<file path="src/rtl/tx_serial_fsm.sv">
// Free-running parallel-to-serial transmitter: captures data_i each frame and shifts it out MSB first.
// Optional even-parity bit after the data word when TX_SERIAL_PARITY_EN is defined.
module tx_serial_fsm #(
    parameter int DW  = 8,
    parameter int DVW = 16
) (
    input  logic           clk_i,
    input  logic           rst_i,
    input  logic [DW-1:0]  data_i,
    input  logic [DVW-1:0] dvsr_i,
    output logic           data_o,
    output logic           ena_o
);

`ifdef TX_SERIAL_PARITY_EN
    localparam int NB = DW + 1;
`else
    localparam int NB = DW;
`endif
    localparam int BW = $clog2(NB + 1);

    typedef enum logic [1:0] {
        S_IDLE  = 2'b00,
        S_LOAD  = 2'b01,
        S_SHIFT = 2'b10,
        S_GAP   = 2'b11
    } state_t;

    function automatic logic even_parity(input logic [DW-1:0] d);
        return ^d;
    endfunction

    function automatic logic [NB-1:0] frame_word(input logic [DW-1:0] d);
`ifdef TX_SERIAL_PARITY_EN
        return {d, even_parity(d)};
`else
        return d;
`endif
    endfunction

    state_t          r_state;
    logic [NB-2:0]   r_shreg;
    logic [DVW-1:0]  r_dq;
    logic [DVW-1:0]  r_tick;
    logic [BW-1:0]   r_bit;
    logic            r_data_o;
    logic            r_ena_o;

    logic [NB-1:0]   w_frame;
    logic            w_tick_end;
    logic            w_last_bit;

    // Frame word and end-of-bit / end-of-frame decodes.
    always_comb begin
        w_frame    = frame_word(data_i);
        w_tick_end = (r_tick == r_dq);
        w_last_bit = (r_bit == BW'(NB - 1));
    end

    // r_shreg holds only the bits not yet on the pin; the current bit lives in r_data_o.
    always_ff @(posedge clk_i) begin
        if (rst_i) begin
            r_state  <= S_IDLE;
            r_shreg  <= '0;
            r_dq     <= '0;
            r_tick   <= '0;
            r_bit    <= '0;
            r_data_o <= 1'b0;
            r_ena_o  <= 1'b0;
        end else begin
            case (r_state)
                S_IDLE: begin
                    r_state  <= S_LOAD;
                    r_data_o <= 1'b0;
                    r_ena_o  <= 1'b0;
                end
                S_LOAD: begin
                    r_shreg  <= w_frame[NB-2:0];
                    r_dq     <= dvsr_i;
                    r_tick   <= '0;
                    r_bit    <= '0;
                    r_data_o <= w_frame[NB-1];
                    r_ena_o  <= 1'b1;
                    r_state  <= S_SHIFT;
                end
                S_SHIFT: begin
                    if (w_tick_end) begin
                        r_tick <= '0;
                        if (w_last_bit) begin
                            r_bit    <= '0;
                            r_data_o <= 1'b0;
                            r_ena_o  <= 1'b0;
                            r_state  <= S_GAP;
                        end else begin
                            r_bit    <= r_bit + BW'(1);
                            r_data_o <= r_shreg[NB-2];
                            r_shreg  <= {r_shreg[NB-3:0], 1'b0};
                            r_ena_o  <= 1'b1;
                        end
                    end else begin
                        r_tick  <= r_tick + DVW'(1);
                        r_ena_o <= 1'b1;
                    end
                end
                S_GAP: begin
                    r_data_o <= 1'b0;
                    r_ena_o  <= 1'b0;
                    if (w_tick_end) begin
                        r_tick  <= '0;
                        r_state <= S_LOAD;
                    end else begin
                        r_tick <= r_tick + DVW'(1);
                    end
                end
                default: begin
                    r_state  <= S_IDLE;
                    r_data_o <= 1'b0;
                    r_ena_o  <= 1'b0;
                end
            endcase
        end
    end

    assign data_o = r_data_o;
    assign ena_o  = r_ena_o;

endmodule

</file>
<file path="config.mk">
export PLATFORM = sky130hd
export DESIGN_NAME = tx_serial_fsm
export DESIGN_NICKNAME = d
export VERILOG_FILES = /design/src/rtl/tx_serial_fsm.sv
export SDC_FILE = /design/constraint.sdc
export NUM_CORES = 1
export LEC_CHECK = 0
export CELL_PAD_IN_SITES_DETAIL_PLACEMENT = 1
export CELL_PAD_IN_SITES_GLOBAL_PLACEMENT = 2
export CORE_MARGIN = 2
export CORE_UTILIZATION = 28
export DETAILED_ROUTE_END_ITERATION = 6
export PLACE_DENSITY = 0.76
export SLEW_MARGIN = 30
export SYNTH_ARGS = -nofsm -noshare
export SYNTH_HDL_FRONTEND = slang
export SYNTH_SLANG_ARGS = --single-unit
</file>
<file path="constraint.sdc">
create_clock -name clk_i -period 2.6 [get_ports clk_i]
set_clock_uncertainty 0.2 [all_clocks]
set_input_delay 0.26 -clock clk_i [delete_from_list [all_inputs] [get_ports clk_i]]
set_output_delay 0.26 -clock clk_i [all_outputs]
set_load 0.005 [all_outputs]
</file>
# After elaboration in Yosys (flattened, before gate mapping)
# Index checks and enable logic that the tools add are counted.
word_totals:
  out_inout_bits: 2
  inputBits: 26
  ff_bits: 47
  wordCells: 44
op_classes:
  n_reduce_logical: 8
  n_eq_ne: 9
  n_addsub: 2
  mux: 18
op_table:
  columns: ["operator", "count"]
  rows:
  - ["$pmux W16 S2", 1]
  - ["$add A16 B1 Y16 const B", 1]
  - ["$eq A16 B16 Y1", 1]
  - ["$mux W16", 1]
  - ["$mux W7", 2]
  - ["$pmux W7 S2", 1]
  - ["$mux W4", 2]
  - ["$ne A2 B2 Y1 const B", 4]
  - ["$pmux W2 S4", 1]
  - ["$pmux W4 S2", 1]
  - ["$mux W2", 3]
  - ["$pmux W1 S3", 2]
  - ["$reduce_and A3 Y1", 2]
  - ["$add A4 B1 Y4 const B", 1]
  - ["$eq A2 B2 Y1 const B", 2]
  - ["$eq A4 B3 Y1 const B", 1]
  - ["$mux W1", 4]
  - ["$reduce_bool A2 Y1", 2]
  - ["$reduce_or A2 Y1", 2]
  - ["$eq A2 B1 Y1 const B", 1]
  - ["$logic_not A2 Y1", 1]
  - ["$reduce_and A2 Y1", 1]

# Depth between registers and ports, before layout
# Gate-level depths: netlist of run 1.
logic_depth:
  ltp_word: 4
  mapped_depth: 7
  ltp_nobuf: 7

# Worst setup path after synthesis of run 1
# Ideal clock, no wire load.
synth_path:
  kind: "register to register"
  start: "register r_tick[0]"
  end: "register r_bit[3]"
  n_path_buf: 1
  path_stages_with_launch: 7
  period_less_slack_ps: 2165
  arrival_ps: 1894
  t_required_ps: 2329
  slack_ps: 435
  cell_sequence: "dfxtp_1 -> xnor2_1 -> nand4_1 -> or4_1 -> buf_2 -> or4_1 -> a21oi_1"
synth_via:
  elab_chain_cells: 3
synth_rtl:
  columns: ["item", "line_no", "text"]
  rows:
  - ["from (decl)", "44", "logic [DVW-1:0] r_tick;"]
  - ["from (signal assigned)", "101", "r_tick <= r_tick + DVW'(1);"]
  - ["from (signal assigned)", "112", "r_tick <= r_tick + DVW'(1);"]
  - ["$eq A16 B16 Y1", "56", "w_tick_end = (r_tick == r_dq);"]
  - ["$ne A2 B2 Y1 (no source line)", null, null]
  - ["$reduce_and A2 Y1 (no source line)", null, null]
  - ["to (signal assigned)", "95", "r_bit <= r_bit + BW'(1);"]
  - ["to (decl)", "45", "logic [BW-1:0] r_bit;"]
# Every way passes these cells.
# A chain may end at the register's enable or synchronous reset.

# Worst setup path after layout of run 1
layout_path:
  start: "register r_state[0]"
  end: "register r_tick[10]"
layout_via:
  elab_chain_cells: 3
  word_cells_on_any_way: 6
  classes_between: "eq/ne (3); mux (1); reduce/logical (2)"
layout_rtl:
  columns: ["item", "line_no", "text"]
  rows:
  - ["from (decl)", "41", "state_t r_state;"]
  - ["from (signal assigned)", "63", "r_state <= S_IDLE;"]
  - ["from (signal assigned)", "73", "r_state <= S_LOAD;"]
  - ["from (signal assigned)", "84", "r_state <= S_SHIFT;"]
  - ["$eq A2 B2 Y1", "71", "case (r_state)"]
  - ["$reduce_or A2 Y1 (no source line)", null, null]
  - ["$pmux W16 S2 / $reduce_bool A2 Y1 (equally long branches)", null, null]
# Several ways; a longest one is shown, not always the timed one.

==> impl_metrics.json, run 1 <==
{
  "outcome": "finished, final reports clean",
  "worstMarginPinSlew_ns": 0.5087,
  "synthTopCellsByArea": "dfxtp_1 (41%), mux2i_1 (11%), xnor2_1 (9.6%)",
  "die_area_mm2": 0.008884,
  "r2r_slack_ns": 0.27,
  "synth_xor_xnor_area_share": 0.1114,
  "p_leak_nw": 1.030,
  "synth-main-ff-cell": "dfxtp_1",
  "postCtsSetupRepairBufs": 0,
  "groute.usage.overall": 0.1317,
  "cp_data_required_time_ns": 2.62,
  "yosys_register_bits": 47,
  "postLayoutCellArea_mm2": 0.002814,
  "cts-root-buf": "clkbuf_8",
  "drv_cap": 0,
  "post_cts_resized": 0,
  "post-place-ws_ns": 0.2033,
  "htree_levels": 2,
  "synth_most_common_cell": "dfxtp_1",
  "routed_via_density": 4.762,
  "grt_pass1_vias": 1855,
  "r2r-end": "r_tick[10]",
  "antenna_found_initial": 0,
  "p_sw_frac": 0.3561,
  "drtAntennaViolNets": 0,
  "grt_pass1_wl_um": 9149,
  "hold_buffers": 0,
  "initial_utilization": 0.2921,
  "fin_nets": 308,
  "synth_top_family_by_area": "simple AND/OR/NAND/NOR gates",
  "drtPass1Iterations": 4,
  "hold_viol_final": 0,
  "antenna_cells": 0,
  "finalCritPeriodShare": 0.8943,
  "synthArstFlopShare": 0,
  "tns_ns": 0,
  "synth-edff-count": 0,
  "hp-class": "register to register",
  "synthMuxAreaShare": 0.1399,
  "synthCells": 243,
  "dp_hpwl_um": 3976,
  "cts_sinks": 47,
  "power.switching_uw": 839.6,
  "maxSlewHeadroom": 0.6606,
  "synth_commonest_cells": "dfxtp_1 (47), xnor2_1 (25), mux2i_1 (24), nor2_1 (22), nand2_1 (21)",
  "power.internal_mw": 1.518,
  "ff2ff_path_depth": 7,
  "die_height_um": 94.26,
  "numPortBuffers": 27,
  "grt_max_degree": 21,
  "clk-insertion-delay-late_ns": 0.30,
  "synth.largest_area_cell": "dfxtp_1",
  "crit_type": "register to register",
  "synth-compound-area-share": 0.07076,
  "dieWidth_um": 94.26,
  "setup_viol": 0,
  "wl_um": 5289,
  "hold_slack_ns": 0.2629,
  "arrival_ns": 2.34,
  "crit_path_start_kind": "register",
  "power_mw": 2.358,
  "wl_per_cell_um": 13.99,
  "r2r-start": "r_state[0]",
  "drc": 0,
  "first_iter_violations": 58,
  "ir_worst_vdd_v": 0.0002941,
  "netlist_area_mm2": 0.002281,
  "synthSimpleGateAreaFrac": 0.1997,
  "crit_path_end_kind": "register",
  "critPathMaxFanout": 7,
  "power.density_mw_per_mm2": 837.9,
  "area_delta_synth_final_pct": 23.37,
  "grt-ovfl-total": 0,
  "fin_ws_ns": 0.2748,
  "drive_gt1_frac": 0.09420,
  "ios": 28,
  "num_rows": 32,
  "p_clk_frac": 0.205,
  "core_mm2": 0.007807,
  "cp-startpoint": "r_state[0]",
  "synth_adder_area_share": 0.03840,
  "finalMaxSlewViolations": 0,
  "vias": 1800,
  "whs_path_depth": 2,
  "cts_buffers": 5,
  "endpoint": "r_tick[10]",
  "syn-num-nets": 276,
  "synth_cell_type_count": 37,
  "cts_tree": "built",
  "p_seq_frac": 0.401,
  "p_comb_frac": 0.395,
  "placed_area_mm2": 0.002711,
  "gp_congestion": 0.7908,
  "yosysWarnings": 0,
  "cts_max_path_buffers": 2,
  "max_freq_mhz": 430.1,
  "post-route-min-period_ns": 2.325,
  "avgSynthCellArea_um2": 9.387,
  "netlist.area_leader.share": 0.4125,
  "rsz0062_at_grt": "no",
  "seq_area_frac_synth": 0.4125,
  "cts.clk_slew.worst_paths_ns": 0.09,
  "nFillCells": 885
}
[power groups by stage]
stage,sequential (mW),combinational (mW),clock (mW)
after global placement,0.962,0.928,0
after floorplan,0.937,0.654,0
final,0.945,0.930,0.482
after detailed placement,0.965,0.943,0
after global routing,0.963,1.05,0.538
after CTS,0.949,0.945,0.505
[stage by stage]
| stage | std cells | utilization |
|---|---|---|
| 2_1_floorplan | 243 | - |
| 3_3_place_gp | 370 | 0.3473 |
| 4_1_cts | 378 | 0.3599 |
| 5_1_grt | 378 | 0.3604 |
| 6_report | 378 | 0.3604 |
| 3_5_place_dp | 370 | 0.3473 |
[cell usage in the layout, fill, tap and decap left out, types with 2 or more instances in the layout]
cell and count:
a211oi_1 3, a21oi_1 7, and3_1 6, buf_4 7
clkbuf_8 6, clkdlybuf4s50_1 27, dfxtp_1 47, ha_1 7
inv_1 6, mux2_2 6, mux2i_1 24, nand2_1 21
nand3_1 2, nand4_1 8, nor2_1 22, nor2b_1 3
nor3_1 15, nor3b_1 3, o211ai_1 2, o21ai_0 4
or4_1 3, xnor2_1 25, xor2_1 4
[routing by layer]
metal | up-vias | global-route usage | part of all wire
li1 | 910 | - | -
met1 | 867 | 0.1640 | 0.46
met2 | 18 | 0.2351 | 0.51
met3 | 5 | 0.02648 | 0.025
met4 | 0 | 0.02536 | 0.0076
met5 | - | 0 | 0
[worst min-delay path by stage]
stage / from / to / slack (ns)
3_3_place_gp: r_shreg[6] / r_shreg[6] / 0.24
5_1_grt: r_shreg[6] / r_shreg[6] / 0.30
2_1_floorplan: dvsr_i[0] / r_dq[0] / 0.21
6_report: r_shreg[2] / r_shreg[2] / 0.26
4_1_cts: r_shreg[2] / r_shreg[2] / 0.27
3_5_place_dp: r_shreg[2] / r_shreg[2] / 0.26
[critical path: stages (launching register included)]
cell,delay [ns]
dfxtp_1,0.40
inv_1,0.10
ha_1,0.31
and4b_1,0.35
nand4_1,0.22
nor3b_1,0.27
o211ai_1,0.16
a211oi_1,0.24
[layout make-up]
class                           count  area, um^2  share of cell area
Inverter                            6       22.52            0.008004
Tap cell                          102       127.6             0.04535
Clock buffer                        6       82.58             0.02935
Sequential cell                    47       940.9              0.3344
Clock inverter                      2       16.27            0.005780
Timing Repair Buffer               35       342.8              0.1218
Multi-Input combinational cell    180        1281              0.4553
[flip-flops by register name, summed over array words and instances, names as in the netlist]
register / flops
r_bit: 4
ena_o: 1
r_state: 2
r_tick: 16
data_o: 1
r_shreg: 7
r_dq: 16
[cell families (layout without fill, tap and decap cells)]
group / count (synthesis) / in the layout
AND/OR/NAND/NOR: 90 / 90
adder cells (fa/ha/maj): 7 / 7
buffers and inverters: 16 / 49
AO/OA/AOI/OAI: 23 / 23
multiplexers: 31 / 31
XOR/XNOR: 29 / 29
flip-flops: 47 / 47
Note: power is estimated with default switching activity, not from simulation.
==> inputs of run 2 (changes only) <==
--- a/config.mk
+++ b/config.mk
@@ -7,7 +7,6 @@
 export LEC_CHECK = 0
 export CELL_PAD_IN_SITES_DETAIL_PLACEMENT = 1
 export CELL_PAD_IN_SITES_GLOBAL_PLACEMENT = 2
-export CORE_MARGIN = 2
 export CORE_UTILIZATION = 28
 export DETAILED_ROUTE_END_ITERATION = 6
 export PLACE_DENSITY = 0.76
==> run 2 against run 1 <==
  * Final cell count decreased by 0.26%
  * Hold slack gained 0.00096 ns
  * Fmax shrank 5.0%
  * Setup slack got worse by 0.12 ns
  * Core utilization down 0.19 points
  * Critical endpoint is now r_state[0]
  * Global-route usage grew 0.54 points
  * Critical path type unchanged
  * First-iteration DRC count grew 29%
  * Count of clock-buffer cells in the layout increased by 1
==> impl_metrics.json, run 2 (synthesis gave the netlist of run 1 again) <==
{
  "outcome": "finished, final reports clean",
  "finalCritPeriodShare": 0.9412,
  "drc": 0,
  "gp_congestion": 0.7945,
  "drv_cap": 0,
  "vias": 1788,
  "fin_util": 0.3585,
  "rsz0062_at_grt": "no",
  "groute.usage.overall": 0.1371,
  "finalMaxSlewViolations": 0,
  "core_mm2": 0.007807,
  "ir_worst_vdd_v": 0.0002804,
  "crit_path_end_kind": "register",
  "post_cts_resized": 0,
  "cts_max_path_buffers": 2,
  "setup_viol": 0,
  "antenna_cells": 0,
  "met3WireLength_um": 105,
  "mostFrequentLayoutCell": "dfxtp_1",
  "grt_pass1_vias": 1892,
  "hold_viol_final": 0,
  "maxSlewHeadroom": 0.6560,
  "critPathMaxFanout": 7,
  "num_rows": 32,
  "cts_sinks": 47,
  "max_freq_mhz": 408.7,
  "post-route-min-period_ns": 2.447,
  "initial_utilization": 0.2921,
  "grt_max_degree": 21,
  "ios": 28,
  "area_delta_synth_final_pct": 22.71,
  "grt_pass1_wl_um": 9142,
  "crit_path_start_kind": "register",
  "power.density_mw_per_mm2": 835.0,
  "mostFrequentLayoutCells": "dfxtp_1 (47), clkdlybuf4s50_1 (27), xnor2_1 (25), mux2i_1 (24), nor2_1 (22)",
  "cts-root-buf": "clkbuf_8",
  "die_height_um": 92.26,
  "r2r-start": "r_tick[2]",
  "drive_gt1_frac": 0.08364,
  "clk-insertion-delay-late_ns": 0.30,
  "reg_top3": "r_dq (16), r_tick (16), r_shreg (7)",
  "cp_data_required_time_ns": 2.58,
  "multi_input_comb_area_mm2": 0.001277,
  "r2r-end": "r_state[0]",
  "die_area_mm2": 0.008511,
  "nFillCells": 911,
  "dieWidth_um": 92.26,
  "postCtsSetupRepairBufs": 0,
  "numPortBuffers": 27,
  "cts.clk_slew.worst_paths_ns": 0.09,
  "arrival_ns": 2.43,
  "dr_wl_met2_um": 2617,
  "whs_path_depth": 2,
  "top_layer_used": "met4",
  "wl_per_cell_um": 13.92,
  "htree_levels": 2,
  "cts_tree": "built",
  "crit_type": "register to register",
  "dp_hpwl_um": 3969,
  "worstMarginPinSlew_ns": 0.5156,
  "min_from": "r_shreg[6]",
  "grt-ovfl-total": 0,
  "fin_nets": 307,
  "antenna_found_initial": 0,
  "first_iter_violations": 75,
  "p_leak_nw": 1.024,
  "tns_ns": 0,
  "wl_um": 5249,
  "regArea_um2": 940.9,
  "routed_via_density": 4.743,
  "hold_end": "r_shreg[6]",
  "hp-class": "register to register",
  "cts_buffers": 5,
  "drtAntennaViolNets": 0,
  "drt-met1-wl_um": 2485,
  "ff2ff_path_depth": 5,
  "r2r_slack_ns": 0.15,
  "drtPass1Iterations": 4,
  "hold_buffers": 0
}
run 2: per-layer routing:
layer | global-route usage | up-vias
met5 | 0 | -
met4 | 0.02734 | 0
met3 | 0.02488 | 5
met2 | 0.2488 | 17
met1 | 0.1683 | 854
li1 | - | 912
run 2: critical path, cell delays in order, from the launching register on:
cell	delay, ns
dfxtp_1	0.37
xnor2_1	0.25
nand4_1	0.17
or4_1	0.69
a21boi_1	0.30
mux2_1	0.35
run 2: through the flow:
stage          instance area, um^2  power (mW)  cells  hold WS [ns]  setup slack (ns)
2_1_floorplan                 2281       1.592    243        0.2076            0.4351
3_3_place_gp                  2704       1.884    369        0.2441            0.2435
3_5_place_dp                  2704       1.909    369        0.2558            0.1504
4_1_cts                       2799       2.384    377        0.2710            0.1247
5_1_grt                       2799       2.511    377        0.2901          0.005412
6_report                      2799       2.337    377        0.2639            0.1529
run 2: layout make-up:
type / instances / share of cell area
well taps: 102 / 0.04560
clock inverters: 1 / 0.003129
flip-flops and latches: 47 / 0.3362
multi-input cells: 180 / 0.4564
inverters: 6 / 0.008047
repair buffers: 34 / 0.1198
clock buffers: 7 / 0.03084
run 2: report_power, final:
| part | total, mW | internal, mW | switching, mW |
|---|---|---|---|
| clock | 0.465 | 0.218 | 0.246 |
| combinational | 0.927 | 0.441 | 0.487 |
| sequential | 0.945 | 0.852 | 0.0933 |
| total | 2.34 | 1.51 | 0.826 |
run 2: worst max-delay path by stage:
| stage | from | to | slack (ns) | cells after the start |
|---|---|---|---|---|
| finish | r_tick[2] | r_state[0] | 0.15 | 5 |
| global route | r_tick[2] | r_state[0] | 0.005 | 5 |
| global placement | r_tick[2] | r_state[0] | 0.24 | 5 |
| detailed placement | r_tick[2] | r_state[0] | 0.15 | 5 |
| CTS | r_tick[2] | r_state[0] | 0.12 | 5 |
| floorplan | r_tick[0] | r_bit[3] | 0.44 | 6 |
==> inputs of run 3 (changes only) <==
--- a/config.mk
+++ b/config.mk
@@ -9,8 +9,8 @@
 export CELL_PAD_IN_SITES_GLOBAL_PLACEMENT = 2
 export CORE_UTILIZATION = 28
 export DETAILED_ROUTE_END_ITERATION = 6
+export GPL_TIMING_DRIVEN = 0
 export PLACE_DENSITY = 0.76
-export SLEW_MARGIN = 30
 export SYNTH_ARGS = -nofsm -noshare
 export SYNTH_HDL_FRONTEND = slang
 export SYNTH_SLANG_ARGS = --single-unit
==> run 3 against run 2 <==
  * Via count is 2.5% higher
  * Largest cell class unchanged
  * Largest power group unchanged
  * Power is 1.7% higher
  * Highest routed layer unchanged
  * Final cell count is 0.27% higher
  * Hold slack worse by 0.0017 ns
==> impl_metrics.json, run 3 (synthesis gave the netlist of run 1 again) <==
{
  "r2r-end": "r_tick[15]",
  "power.density_mw_per_mm2": 853.4,
  "setup_viol": 0,
  "arrival_ns": 2.41,
  "finalCritPeriodShare": 0.9404,
  "dieWidth_um": 92.26,
  "cts.clk_slew.worst_paths_ns": 0.09,
  "finalMaxSlewViolations": 0,
  "fin_ws_ns": 0.1550,
  "cts_tree": "built",
  "rsz0062_at_grt": "no",
  "r2r-start": "r_tick[0]",
  "fin_nets": 309,
  "maxSlewHeadroom": 0.5028,
  "initial_utilization": 0.2921,
  "grt_max_degree": 14,
  "postCtsSetupRepairBufs": 0,
  "post-route-min-period_ns": 2.445,
  "cts_max_path_buffers": 2,
  "grt_busiest_layer": "met2",
  "outcome": "finished, final reports clean",
  "cts-root-buf": "clkbuf_8",
  "htree_levels": 2,
  "post_cts_resized": 1,
  "die_height_um": 92.26,
  "drc": 0,
  "antenna_found_initial": 0,
  "hold_end": "r_shreg[6]",
  "drive_gt1_frac": 0.06159,
  "ff2ff_path_depth": 7,
  "die_area_mm2": 0.008511,
  "r2r_slack_ns": 0.15,
  "worstMarginPinSlew_ns": 0.7361,
  "cts_buffers": 5,
  "crit_type": "register to register",
  "ir_worst_vdd_v": 0.0002754,
  "wl_per_cell_um": 14.39,
  "min_from": "r_shreg[6]",
  "post-place-ws_ns": -0.01143,
  "grt-ovfl-total": 0,
  "cts_sinks": 47,
  "grt_use_met2": 0.2537,
  "reg_top3": "r_dq (16), r_tick (16), r_shreg (7)",
  "crit_path_end_kind": "register",
  "p_leak_nw": 1.005,
  "hp-class": "register to register",
  "cp_data_required_time_ns": 2.57,
  "regArea_um2": 940.9,
  "grt_use_met1": 0.1649,
  "drtPass1Iterations": 4,
  "mostFrequentLayoutCell": "dfxtp_1",
  "grt_pass1_vias": 1921,
  "multi_input_comb_area_mm2": 0.001285,
  "gp_congestion": 0.8211,
  "stdcell_count": 378,
  "drtAntennaViolNets": 0,
  "num_rows": 32,
  "ios": 28,
  "drv_cap": 0,
  "critPathMaxFanout": 10,
  "core_mm2": 0.007807,
  "met3_usage": 0.02985,
  "hold_viol_final": 0,
  "antenna_cells": 0,
  "clk-insertion-delay-late_ns": 0.30,
  "first_iter_violations": 68,
  "groute.usage.overall": 0.1384,
  "area_delta_synth_final_pct": 22.11,
  "vias": 1832,
  "hold_buffers": 0,
  "routed_via_density": 4.847,
  "mostFrequentLayoutCells": "dfxtp_1 (47), clkdlybuf4s50_1 (27), xnor2_1 (25), mux2i_1 (24), nor2_1 (22)",
  "wl_um": 5438,
  "dp_hpwl_um": 4013,
  "crit_path_start_kind": "register",
  "grt_pass1_wl_um": 9170,
  "nFillCells": 905,
  "dp_cells": 372,
  "whs_path_depth": 2,
  "max_freq_mhz": 409.0,
  "numPortBuffers": 27
}
-- run 3: cell count changes in the layout (fill, tap and decap cells not counted), sizes merged --
cell    change
buf         -3
bufinv      +1
clkbuf      +4
clkinv      -1
-- run 3: stage by stage --
stage	instance area [um^2]	total power, mW	utilization	setup TNS (ns)	hold WS [ns]
2_1_floorplan	2281	1.592	-	0	0.2076
3_3_place_gp	2679	1.857	0.3431	0	0.2441
3_5_place_dp	2679	1.877	0.3431	-0.02180	0.2570
4_1_cts	2789	2.427	0.3572	0	0.2699
5_1_grt	2785	2.545	0.3567	0	0.2818
6_report	2785	2.377	0.3567	0	0.2622
-- run 3: layout make-up --
type | count | area share
multi-input cells | 180 | 0.4614
flip-flops and latches | 47 | 0.3378
repair buffers | 27 | 0.09704
well taps | 102 | 0.04582
clock buffers | 6 | 0.02606
plain buffers | 9 | 0.01303
clock inverters | 1 | 0.01078
inverters | 6 | 0.008086
-- run 3: worst max path at each step --
stage | start | end | slack, ns
final | r_tick[0] | r_tick[15] | 0.15
after detailed placement | r_tick[0] | r_tick[6] | -0.01
after floorplan | r_tick[0] | r_bit[3] | 0.44
after global routing | r_tick[0] | r_tick[8] | 0.005
after CTS | r_state[1] | r_dq[13] | 0.06
after global placement | r_tick[0] | r_tick[14] | 0.03
-- run 3: worst max-delay path, cell delays in order (launching register included) --
cell	delay, ns
dfxtp_1	0.44
xnor2_1	0.17
nand4_1	0.18
or4_1	0.54
buf_2	0.19
a21oi_4	0.24
buf_2	0.28
nor3_1	0.08
-- run 3: metal layers --
layer | vias to the layer above | wire length [um]
met2 | 19 | 2685
li1 | 913 | -
met5 | - | 0
met1 | 893 | 2590
met4 | 0 | 52
met3 | 7 | 110
-- run 3: where the power goes --
| group | leakage [nW] | internal (mW) | switching (mW) |
|---|---|---|---|
| sequential | 0.383 | 0.852 | 0.0915 |
| clock | 0.0513 | 0.282 | 0.246 |
| combinational | 0.571 | 0.407 | 0.498 |
| total | 1.01 | 1.54 | 0.835 |
